`src/rtl/dmem_pkg.sv`:
```
// Shared definitions for the DataMemory initiator: access codes, FSM states and latched request.
package dmem_pkg;

  localparam logic [3:0] DM_CODE_NONE = 4'd0;
  localparam logic [3:0] DM_CODE_BYTE = 4'd1;
  localparam logic [3:0] DM_CODE_WORD = 4'hF;

  typedef enum logic [1:0] {
    ST_IDLE   = 2'd0,
    ST_SETUP  = 2'd1,
    ST_STROBE = 2'd2,
    ST_DONE   = 2'd3
  } dm_state_t;

  typedef struct packed {
    logic we;
    logic is_byte;
    logic sign_ext;
  } dm_req_t;

  // Memory code for one access; byte accesses always use the low-lane code.
  function automatic logic [3:0] access_code(input logic is_byte, input logic [3:0] word_code);
    return is_byte ? DM_CODE_BYTE : word_code;
  endfunction

endpackage

```
`src/rtl/load_extend.sv`:
```
// Byte/word select with sign or zero extension of raw memory read data.
module load_extend (
  input  logic [31:0] raw,
  input  logic        is_byte,
  input  logic        sign_ext,
  output logic [31:0] data
);

  always_comb begin
    data = raw;
    if (is_byte) begin
      data = {{24{raw[7] & sign_ext}}, raw[7:0]};
    end
  end

endmodule

```
`src/rtl/dmem_access_ctrl.sv`:
```
// Sequences one load/store per handshake onto the level-sensitive DataMemory port:
// address/data setup, single-cycle strobe, release, then a held response.
module dmem_access_ctrl
  import dmem_pkg::*;
#(
  parameter int         ADDR_BITS = 5,
  parameter logic [3:0] WORD_CODE = DM_CODE_WORD
) (
  input  logic        clk,
  input  logic        rst_n,
  input  logic        req_valid,
  output logic        req_ready,
  input  logic        req_we,
  input  logic        req_byte,
  input  logic        req_signed,
  input  logic [31:0] req_addr,
  input  logic [31:0] req_wdata,
  output logic        rsp_valid,
  input  logic        rsp_ready,
  output logic [31:0] rsp_rdata,
  output logic        rsp_err,
  output logic [31:0] dm_addr,
  output logic [31:0] dm_inData,
  output logic [3:0]  dm_write,
  output logic [3:0]  dm_read,
  input  logic [31:0] dm_outData
);

  dm_state_t   state;
  dm_req_t     lat;
  logic [31:0] addr_hi;
  logic        addr_oor;
  logic [31:0] ext_data;

  // Any set bit above the implemented range rejects the access.
  assign addr_hi  = req_addr >> ADDR_BITS;
  assign addr_oor = |addr_hi;

  load_extend u_load_extend (
    .raw      (dm_outData),
    .is_byte  (lat.is_byte),
    .sign_ext (lat.sign_ext),
    .data     (ext_data)
  );

  always_ff @(posedge clk or negedge rst_n) begin
    if (!rst_n) begin
      state     <= ST_IDLE;
      lat       <= '0;
      req_ready <= 1'b1;
      rsp_valid <= 1'b0;
      rsp_rdata <= 32'd0;
      rsp_err   <= 1'b0;
      dm_addr   <= 32'd0;
      dm_inData <= 32'd0;
      dm_write  <= DM_CODE_NONE;
      dm_read   <= DM_CODE_NONE;
    end else begin
      case (state)
        ST_IDLE: begin
          if (req_valid && req_ready) begin
            lat       <= '{we: req_we, is_byte: req_byte, sign_ext: req_signed};
            req_ready <= 1'b0;
            if (addr_oor) begin
              state     <= ST_DONE;
              rsp_valid <= 1'b1;
              rsp_err   <= 1'b1;
              rsp_rdata <= 32'd0;
            end else begin
              // Address and data settle a full cycle before any strobe.
              state     <= ST_SETUP;
              dm_addr   <= req_addr;
              dm_inData <= req_we ? req_wdata : 32'd0;
              dm_write  <= DM_CODE_NONE;
              dm_read   <= DM_CODE_NONE;
            end
          end
        end

        ST_SETUP: begin
          state <= ST_STROBE;
          if (lat.we) begin
            dm_write <= access_code(lat.is_byte, WORD_CODE);
          end else begin
            dm_read  <= access_code(lat.is_byte, WORD_CODE);
          end
        end

        ST_STROBE: begin
          state     <= ST_DONE;
          dm_write  <= DM_CODE_NONE;
          dm_read   <= DM_CODE_NONE;
          rsp_valid <= 1'b1;
          rsp_err   <= 1'b0;
          rsp_rdata <= lat.we ? 32'd0 : ext_data;
        end

        ST_DONE: begin
          if (rsp_ready) begin
            state     <= ST_IDLE;
            rsp_valid <= 1'b0;
            req_ready <= 1'b1;
          end
        end

        default: begin
          state <= ST_IDLE;
        end
      endcase
    end
  end

endmodule

```
`config.mk`:
```
export PLATFORM = sky130hd
export DESIGN_NAME = dmem_access_ctrl
export DESIGN_NICKNAME = d
export VERILOG_FILES = /design/src/rtl/dmem_pkg.sv /design/src/rtl/load_extend.sv /design/src/rtl/dmem_access_ctrl.sv
export SDC_FILE = /design/constraint.sdc
export NUM_CORES = 1
export LEC_CHECK = 0
export CORE_UTILIZATION = 38
export DETAILED_ROUTE_END_ITERATION = 8
export PLACE_DENSITY = 0.74
export RECOVER_POWER = 50
export SYNTH_ARGS = -nofsm -noshare
export SYNTH_HDL_FRONTEND = slang
export SYNTH_HIERARCHICAL = 1
export SYNTH_SLANG_ARGS = --single-unit
```
`constraint.sdc`:
```
create_clock -name clk -period 2.2 [get_ports clk]
set_clock_uncertainty 0.1 [all_clocks]
set_input_delay 0.55 -clock clk [delete_from_list [all_inputs] [get_ports clk]]
set_output_delay 0.55 -clock clk [all_outputs]
set_load 0.01 [all_outputs]
```
Word level (Yosys, flattened, before mapping):

Index checks and enable logic that the tools add are counted.

* latch bits: 0
* register bits: 112
* memory bits (writable): 0
* memories kept: 0
* memory bits (read-only): 0

* equality and inequality tests: 9
* muxes and demuxes: 25
* shifts and indexed selects: 0
* divide/modulo/power cells: 0
* add/sub/neg operators: 0
* reduce and logical (&&, ||, !) cells: 15
* multipliers: 0
* $lt $le $gt $ge: 0
* bitwise operators: 2

Operator list (count)
* $mux 32: 5
* $pmux 32 s2: 1
* $reduce_or 27->1: 1
* $pmux 4 s3: 2
* $mux 4: 5
* $ne 2x2->1 const B: 6
* $reduce_and 4->1: 3
* $reduce_and 3->1: 3
* $pmux 2 s4: 1
* $mux 2: 3
* $reduce_bool 3->1: 2
* $mux 1: 5
* $eq 2x2->1 const B: 2
* $pmux 1 s2: 2
* $reduce_and 2->1: 2
* $reduce_bool 2->1: 2
* $pmux 1 s3: 1
* $eq 2x1->1 const B: 1
* $logic_not 2->1: 1
* $and 1x1->1: 1
* $logic_and 1x1->1: 1
* $not 1->1: 1

Logic depth before layout (Yosys ltp):

Gate-level depths: netlist of run 1.

* word-level depth: 4
* gate-level depth with buffers: 10

Cells and area by module:

Netlist of run 1, hierarchy kept.

By module, submodules not included
* dmem_access_ctrl: sequential area each 2703.8 um^2, cells an instance 434, area each 4458.0 um^2, instances 1
* load_extend: sequential area each 0.0 um^2, cells an instance 61, area each 327.8 um^2, instances 1

Worst setup path after synthesis of run 1:

No wires, ideal clock.

* path type: input-to-reg
* start point: input port req_addr[15]
* end point: register dm_inData[10]
* buffers on the path: 2
* library setup time: 0.117 ns
* data required time: 1.983 ns
* setup slack: 0.048 ns
* arrival time: 1.936 ns
* stages: 7
* cells stage by stage: nor4_1 nand4_1 or4_1 buf_6 buf_8 nand2_1 nand2_1

* cells in the longest elaborated chain, start to end: 3

RTL lines
* from (decl): line dmem_access_ctrl.sv:16 `input logic [31:0] req_addr,`
* $reduce_or 27->1: line dmem_access_ctrl.sv:37 `assign addr_oor = |addr_hi;`
* $not 1->1 (no source line)
* $reduce_and 3->1 (no source line)
* to (signal assigned): line dmem_access_ctrl.sv:73 `dm_inData <= req_we ? req_wdata : 32'd0;`
* to (decl): line dmem_access_ctrl.sv:23 `output logic [31:0] dm_inData,`

Every way passes these cells.
A chain may end at the register's enable or synchronous reset.

Final worst setup path of run 1:

* start point: input port req_addr[25]
* end point: register dm_inData[9]

Same word-level chain as after synthesis.

==> results of run 1 <==
final timing paths:
check,from,to,slack (ps)
max,req_addr[25],dm_inData[9],30
min,rst_n,rsp_rdata[18],160
max reg2reg,state[0],dm_inData[9],80
min reg2reg,dm_inData[0],dm_inData[0],370
max in group asynchronous,rst_n,rsp_rdata[15],420
min in group clk,dm_inData[0],dm_inData[0],370
through the flow:
step / setup TNS, ps / worst slack (ps) / cell area [sq um] / utilization [%]
floorplan: 0 / 47.9 / 4790 / -
global placement: -52360 / -592 / 7000 / 57.6
detailed placement: -51370 / -608 / 7000 / 57.6
CTS: 0 / 1.12 / 7430 / 61.1
global route: 0 / 8.52 / 7510 / 61.7
finish: 0 / 34.1 / 7510 / 61.7
timing repair:
item	in CTS	in global routing
pin swaps	16	9
endpoints found under the setup margin	99	99
cloned	3	0
setup buffers	2	1
resized for setup	42	54
sequential cells by signal, indices dropped and copies added, names as in the netlist:
signal and count:
dm_write 2, dm_addr 32, dm_inData 32, state 2
lat 3, req_ready 1, dm_read 2, rsp_rdata 32
rsp_valid 1, rsp_err 1
area by class of cell:
type / instances / area [sq um] / share of cell area (%)
Clock inverter: 7 / 66.3 / 0.883
Timing Repair Buffer: 239 / 2360 / 31.4
Sequential cell: 108 / 2700 / 36.0
Inverter: 30 / 113 / 1.50
Multi-Input combinational cell: 309 / 1830 / 24.4
Clock buffer: 9 / 225 / 3.00
Tap cell: 168 / 210 / 2.80
metal layers:
layer | GRT usage [%] | wire length [microns] | vias to the layer above
li1 | - | - | 2021
met1 | 26.7 | 5670 | 2065
met2 | 36.4 | 6980 | 137
met3 | 3.39 | 661 | 23
met4 | 9.09 | 325 | 0
met5 | 0 | 0 | -
cell families (layout without fill, tap and decap cells):
logic type               Yosys count  in the layout
flip-flops                       108            108
multiplexers                      10             10
buffers and inverters             78            285
adder cells (fa/ha/maj)            5              5
AO/OA/AOI/OAI                     78             78
AND/OR/NAND/NOR                  216            216
power by group through the flow:
stage | sequential, W | combinational (W) | clock [W]
2_1_floorplan | 0.00202 | 0.0000409 | 0
3_5_place_dp | 0.00202 | 0.000274 | 0
5_1_grt | 0.00198 | 0.000277 | 0.00172
6_report | 0.00198 | 0.000255 | 0.00158
3_3_place_gp | 0.00202 | 0.000270 | 0
4_1_cts | 0.00198 | 0.000265 | 0.00162
worst max-delay path, stage by stage:
cell and delay, ps:
clkdlybuf4s50_1 400, or3_4 440, or4_4 570, buf_16 210
nand2_2 80, nand2_1 50
placed cells by master, fill, tap and decap left out, types with 3 or more instances in the layout:
| master | count |
|---|---|
| nand3_1 | 33 |
| nor2_1 | 3 |
| nand2_1 | 104 |
| clkbuf_2 | 11 |
| clkinv_4 | 3 |
| buf_12 | 3 |
| clkbuf_16 | 9 |
| clkdlybuf4s15_1 | 4 |
| a21oi_1 | 7 |
| inv_1 | 30 |
| nand2_2 | 23 |
| nor2b_1 | 30 |
| buf_4 | 19 |
| buf_16 | 3 |
| o21ai_0 | 27 |
| dlygate4sd3_1 | 44 |
| clkdlybuf4s50_1 | 142 |
| ha_1 | 4 |
| o22ai_1 | 33 |
| dfrtp_1 | 107 |
| nand2_4 | 6 |
| dlygate4sd2_1 | 8 |
| o21ai_2 | 4 |
| nor4_2 | 6 |
| mux2_2 | 10 |
==> out/qor.txt, run 1 <==
DRT iter0 DRCs: 279
Chip width: 114 microns
Status: finished clean
Cell Pwr Density: 509 nW/um^2
Post-synth top cells: nand2_1 (133), dfrtp_1 (107), nand3_1 (33), o22ai_1 (33), nor2b_1 (32)
Synthesized cell area: 4790 sq um
Vias: 4,246
Share of total power in the clock network: 41.4%
Slew HR: 37.2%
FP Rows: 40
# diodes: 0
Critical path class: input pin to flop
Tot Pwr: 0.00382 W
Unrepaired setup endpoints after global routing: no
WL final: 13.6 mm
Compound-Gate Fraction of Synth Area: 9.75%
Worst min path class: input pin to asynchronous set/reset pin
Via density: 4.88
Synthesis Warnings: 6
Final layout net count: 805
Max FO, Critical Path: 8
LEAKAGE: 3.58 nW
Final hold viol count: 0
Dpl hpwl: 9.35 mm
Sequential share of the synthesized area: 56.5%
Number of routed nets with antenna violations: 0
Prevailing post-synth register cell: dfrtp_1
Synth Area in Adders: 1.31%
CTS Buf Count: 9
Largest net degree at the start of global routing: 44
Clk slew on worst S/H paths: 80 ps
Core ar.: 12,200 sq um
Yosys top cell by area: dfrtp_1
Fill count: 1,036
Finish-stage setup viols: 0
Main combinational cell family by area after synthesis: simple AND/OR/NAND/NOR gates
Fin crit period: 2170 ps
Critical path endpoint category: flop
Synth Area in XOR/XNOR: 0%
Clock sinks: 108
Worst-Margin Slew: 942 ps
Sw Pwr: 0.000883 W
Int Pwr: 0.00294 W
Non-filler cells, final: 870
Ys async rst share: 100%
Worst-Skew Late Latency: 340 ps
Post-Syn Instances: 495
DRC: 0
Reg2reg path depth: 7
DIE AREA: 13,000 sq um
Post-synth EDFFs: 0
H-tree levels: 3
# IOs: 210
Crit path DAT: 2310 ps
Area share of the largest cell type after synthesis: 55.9%
Synth cell types: 35
Initial Utilization: 39.4%
Hold Slack: 161 ps
Cell with the most instances after synthesis: nand2_1
CTS Root Cell: clkbuf_16
RD Place Congestion: 0.766
WL/cell: 15.7 microns
Synth Register Bits: 108
Part of the power in registers: 51.9%
Area contributors post-synth: dfrtp_1 (56%), nand2_1 (10%), o22ai_1 (4.3%)
Vias in the first global route: 4,393
Setup crit start kind: input pin
Total congestion overflow: 0
Clock buffer depth: 2
Simple-gate share of the synthesized area: 20.7%
First-pass GRT wire length: 21.7 mm
Switching share of power: 23.1%
Pins Over Slew Limit: 0
Net count of the mapped netlist: 603
Area Overhead vs Synth: 56.9%
Max Clk Rate: 0.462 GHz
Port Buf Inserts: 209
Drt pass-1 iters: 5
Gr usage total: 21.3%
Mean Syn Cell Area: 9.67 sq um
Comb pwr share: 6.7%
Die height: 114 microns
Hold_buf cts: 0
CTS tree: yes
Final worst-path cycle share: 98.5%
Inst Count DP: 848
Max VDD drop: 0.000323 V
Initial antenna violation count: 0
Layout cells sized above 1: 16.2%
Max-Cap Viols: 0
Post-synthesis mux area share: 2.35%
Worst endpoint required time: 2340 ps
Power figures use the tool's default switching activity.
==> inputs of run 2 (changes only) <==
--- a/config.mk
+++ b/config.mk
@@ -5,9 +5,11 @@
 export SDC_FILE = /design/constraint.sdc
 export NUM_CORES = 1
 export LEC_CHECK = 0
-export CORE_UTILIZATION = 38
+export CAP_MARGIN = 20
+export CORE_UTILIZATION = 39
+export CTS_BUF_LIST = sky130_fd_sc_hd__clkbuf_8
 export DETAILED_ROUTE_END_ITERATION = 8
-export PLACE_DENSITY = 0.74
+export PLACE_DENSITY = 0.76
 export RECOVER_POWER = 50
 export SYNTH_ARGS = -nofsm -noshare
 export SYNTH_HDL_FRONTEND = slang
==> run 2 against run 1 <==
Sequential power hardly changed. Fmax decreased by 0.67%. Clock-buffer cell count rose by 1. Non-clock buffer count grew 2. Global-route usage grew 0.25 points. Routed wire length up 1.2%. Worst hold slack better by 220 ps.
==> out/qor.txt, run 2 (synthesis gave the netlist of run 1 again) <==
WL final: 13.8 mm
WL/cell: 16.2 microns
Final worst-path cycle share: 99.1%
CP max-delay cell: or4_4
Clock buffer depth: 2
Total congestion overflow: 0
Max VDD drop: 0.000365 V
DRC: 0
Gr usage total: 21.5%
Reg2reg path depth: 7
Share of total power in the clock network: 35.7%
Worst-Skew Late Latency: 370 ps
Layout cells sized above 1: 10.7%
Comb pwr share: 7.6%
Drt pass-1 iters: 4
Hold endpoint: dm_inData[27]
Pins Over Slew Limit: 0
Vias in the first global route: 4,372
Area Overhead vs Synth: 54.3%
Non-filler cells, final: 854
Vias: 4,293
First-pass GRT wire length: 21.7 mm
R2r setup slk: 110 ps
Initial Utilization: 40.0%
Slew HR: 26.1%
CTS Buf Count: 9
Commonest non-fill, non-tap cell in the layout: clkdlybuf4s50_1
Final hold viol count: 0
Finish-stage setup viols: 0
Core ar.: 12,000 sq um
Worst min path class: flop to flop
Setup crit start kind: input pin
Chip width: 113 microns
Cell area after layout: 7380 sq um
Die height: 113 microns
Worst-Margin Slew: 1110 ps
Biggest regs: dm_addr: 32 flops, dm_inData: 32 flops, rsp_rdata: 32 flops
Status: finished clean
Critical path class: input pin to flop
CTS Root Cell: clkbuf_8
Slowest stage delay, CP: 600 ps
Inst Count DP: 825
Largest net degree at the start of global routing: 38
R2R Path End: dm_write[2]
CTS tree: yes
Most frequent cells in the layout: clkdlybuf4s50_1 (138), nand2_1 (132), dfrtp_1 (107)
Dpl hpwl: 9.56 mm
Pre-CTS setup slack: -631 ps
Hold Path Depth: 2
Final layout net count: 807
Worst hold start: dm_inData[27]
Cell Chain, Critical Path: dlygate4sd2_1 -> nor4_1 -> nand4_1 -> buf_6 -> or4_4 -> buf_6 -> a31oi_4 -> nand2_1
Port Buf Inserts: 209
Sw Pwr: 0.000785 W
Cell Pwr Density: 473 nW/um^2
Reg2reg start: state[0]
DRT iter0 DRCs: 264
Final setup margin: 19.5 ps
Max FO, Critical Path: 5
# IOs: 210
FP Rows: 40
H-tree levels: 3
Number of routed nets with antenna violations: 0
Worst endpoint required time: 2370 ps
Switching share of power: 22.5%
Critical Path Most Common Cell: buf_6
Via density: 5.03
Fin crit period: 2180 ps
Crit path DAT: 2350 ps
Max Clk Rate: 0.459 GHz
Initial antenna violation count: 3
Clock sinks: 108
Critical path endpoint category: flop
Max-Cap Viols: 0
Clk slew on worst S/H paths: 100 ps
LEAKAGE: 3.61 nW
DIE AREA: 12,700 sq um
Int Pwr: 0.00271 W
DP Area: 6950 sq um
RD Place Congestion: 0.786
Part of the power in registers: 56.8%
-- run 2: power by group through the flow --
stage                     clock network (W)   logic, W  registers, W
after detailed placement                  0   0.000272       0.00202
after global routing                0.00135   0.000287       0.00198
after CTS                           0.00128   0.000269       0.00198
after global placement                    0   0.000271       0.00202
final                               0.00125   0.000264       0.00198
after floorplan                           0  0.0000409       0.00202
-- run 2: area by class of cell --
| cell class | instances | area [sq um] |
|---|---|---|
| Fill cell | 1032 | 4580 |
| Multi-Input combinational cell | 309 | 1730 |
| Antenna cell | 3 | 7.51 |
| Clock inverter | 6 | 65.1 |
| Clock buffer | 10 | 138 |
| Inverter | 30 | 113 |
| Timing Repair Buffer | 241 | 2440 |
| Tap cell | 147 | 184 |
| Sequential cell | 108 | 2700 |
-- run 2: worst max-delay path by stage --
stage | from | end
after global routing | req_addr[9] | dm_write[2]
after detailed placement | req_addr[15] | dm_inData[30]
after floorplan | req_addr[15] | dm_inData[10]
final | req_addr[9] | dm_write[2]
after CTS | req_addr[6] | dm_write[2]
after global placement | req_addr[15] | dm_inData[28]
-- run 2: per-layer routing --
| metal | part of all wire [%] | wire length (microns) | vias to the layer above | global-route usage [%] |
|---|---|---|---|---|
| met3 | 5.9 | 812 | 25 | 4.07 |
| met1 | 40 | 5550 | 2081 | 26.2 |
| met2 | 51 | 7040 | 162 | 37.2 |
| met5 | 0 | 0 | - | 0 |
| met4 | 2.8 | 391 | 0 | 9.69 |
| li1 | - | - | 2025 | - |
-- run 2: stage by stage --
stage | utilization [%] | TNS (ps) | hold slack, ps | total power [W]
after global routing | 61.7 | -42.9 | 408 | 0.00362
after floorplan | - | 0 | 154 | 0.00206
after global placement | 58.1 | -57690 | 350 | 0.00229
after CTS | 60.6 | 0 | 381 | 0.00353
final | 61.7 | 0 | 379 | 0.00349
after detailed placement | 58.1 | -56320 | 351 | 0.00230
-- run 2: what timing repair did --
| action | in CTS | in global routing |
|---|---|---|
| hold buffers | 1 | 0 |
| hold endpoints to repair | 15 | 0 |
| pin swaps | 11 | 12 |
| cloned | 1 | 3 |
| setup endpoints to repair | 100 | 48 |
| gates resized for setup | 32 | 21 |
| buffers inserted | 3 | 2 |
-- run 2: critical path: cells and delay by family --
family | cells | cell delay [ps]
and+or+nand+nor | 4 | 1110
buffers and inverters | 3 | 560
AOI/OAI and AO/OA | 1 | 130
==> inputs of run 3 (changes only) <==
--- a/config.mk
+++ b/config.mk
@@ -10,7 +10,6 @@
 export CTS_BUF_LIST = sky130_fd_sc_hd__clkbuf_8
 export DETAILED_ROUTE_END_ITERATION = 8
 export PLACE_DENSITY = 0.76
-export RECOVER_POWER = 50
 export SYNTH_ARGS = -nofsm -noshare
 export SYNTH_HDL_FRONTEND = slang
 export SYNTH_HIERARCHICAL = 1
==> run 3 against run 2 <==
Die area did not move. Routed wire length about the same. Register-to-register slack is essentially flat. Sequential power is essentially flat. Sequential share of layout area decreased by 0.093 points. Via count barely moved. Final area increased by 0.25%. Power barely moved. Global-route usage stayed put. Worst hold slack hardly changed. First-iteration DRC count rose by 19%. Setup slack about the same. Critical endpoint unchanged. Largest cell class unchanged.
==> out/qor.txt, run 3 (synthesis gave the netlist of run 1 again) <==
Port Buf Inserts: 209
Most frequent cells in the layout: clkdlybuf4s50_1 (183), nand2_1 (132), dfrtp_1 (107)
Gr usage total: 21.5%
Fin crit period: 2180 ps
Fill count: 1,029
Chip width: 113 microns
Reg2reg path depth: 7
CP Capture Point: dm_write[2]
Core ar.: 12,000 sq um
Crit path from: req_addr[9]
DRT iter0 DRCs: 313
Total congestion overflow: 0
WL/cell: 16.1 microns
H-tree levels: 3
DIE AREA: 12,700 sq um
Clock sinks: 108
Cell Pwr Density: 472 nW/um^2
Clk slew on worst S/H paths: 100 ps
Max-Cap Viols: 0
Number of routed nets with antenna violations: 0
Largest net degree at the start of global routing: 38
Area Overhead vs Synth: 54.7%
Max Clk Rate: 0.459 GHz
Vias: 4,292
Worst-Margin Slew: 370 ps
FP Rows: 40
Worst-Skew Late Latency: 370 ps
Critical path class: input pin to flop
Via density: 5.03
# IOs: 210
Register area: 2700 sq um
Crit path DAT: 2350 ps
RD Place Congestion: 0.786
Die height: 113 microns
Non-filler cells, final: 854
Pre-CTS setup slack: -631 ps
Finish-stage setup viols: 0
Final layout net count: 807
Initial Utilization: 40.0%
Status: finished clean
Inst Count DP: 825
Final setup margin: 19.1 ps
Slew HR: 75.3%
Biggest regs: dm_addr: 32 flops, dm_inData: 32 flops, rsp_rdata: 32 flops
Final core occ: 61.9%
Setup crit start kind: input pin
Max VDD drop: 0.000365 V
Worst min path class: flop to flop
R2r setup slk: 110 ps
Drt pass-1 iters: 4
Vias in the first global route: 4,372
Dpl hpwl: 9.56 mm
CTS Root Cell: clkbuf_8
CTS Buf Count: 9
Max FO, Critical Path: 5
Critical path endpoint category: flop
Multi-input logic area: 1730 sq um
Hold Slack: 379 ps
LEAKAGE: 3.61 nW
Final hold viol count: 0
Worst endpoint required time: 2370 ps
Initial antenna violation count: 3
Layout cells sized above 1: 10.9%
R2R Path End: dm_write[2]
CTS tree: yes
DRC: 0
Clock buffer depth: 2
Final worst-path cycle share: 99.1%
Reg2reg start: state[0]
First-pass GRT wire length: 21.7 mm
WL final: 13.8 mm
Commonest non-fill, non-tap cell in the layout: clkdlybuf4s50_1
Pins Over Slew Limit: 0
==> run 3: layer usage <==
| layer | vias up | global-route usage (%) | wire length (microns) |
|---|---|---|---|
| met5 | - | 0 | 0 |
| met4 | 0 | 9.69 | 394 |
| met3 | 25 | 4.07 | 767 |
| met2 | 157 | 37.2 | 7090 |
| met1 | 2084 | 26.2 | 5540 |
| li1 | 2026 | - | - |
==> run 3: worst max-delay path, cell delays in order <==
cell	delay [ps]
dlygate4sd2_1	230
nor4_1	270
nand4_1	180
buf_6	170
or4_4	600
buf_6	160
a31oi_4	130
nand2_1	60
==> run 3: area by class of cell <==
type / count / area share (%)
antenna: 3 / 0.101
sequential: 108 / 36.5
clock inverter: 6 / 0.879
tap: 147 / 2.48
multi-input combinational: 309 / 23.4
inverter: 30 / 1.52
timing repair buffer: 241 / 33.2
clock buffer: 10 / 1.86
==> run 3: how the worst min path moves through the flow <==
stage | from | end | cells past startpoint
after global placement | rst_n | rsp_rdata[22] | 1
after detailed placement | rst_n | rsp_rdata[22] | 1
after global routing | dm_inData[11] | dm_inData[11] | 2
after CTS | dm_inData[11] | dm_inData[11] | 2
final | dm_inData[27] | dm_inData[27] | 2
after floorplan | rst_n | dm_addr[0] | 0
==> run 3: report_power, final <==
part,switching (W),internal [W]
Clock,0.000686,0.000559
Combinational,0.0000975,0.000170
Sequential,0,0.00198
Total,0.000784,0.00271
==> run 3: timing repair <==
action / CTS / global route
gates cloned: 1 / 3
buffers inserted: 3 / 2
hold buffers: 1 / 0
endpoints found under the setup margin: 100 / 48
gates resized for setup: 32 / 21
pin swaps: 11 / 12
endpoints found under the hold margin: 15 / 0
==> run 3: stage by stage <==
stage          instance area (sq um)  total power (W)  setup TNS [ps]
6_report                        7400          0.00350               0
5_1_grt                         7400          0.00363           -42.9
4_1_cts                         7250          0.00353               0
3_5_place_dp                    6950          0.00230          -56320
3_3_place_gp                    6950          0.00229          -57690
2_1_floorplan                   4790          0.00206               0
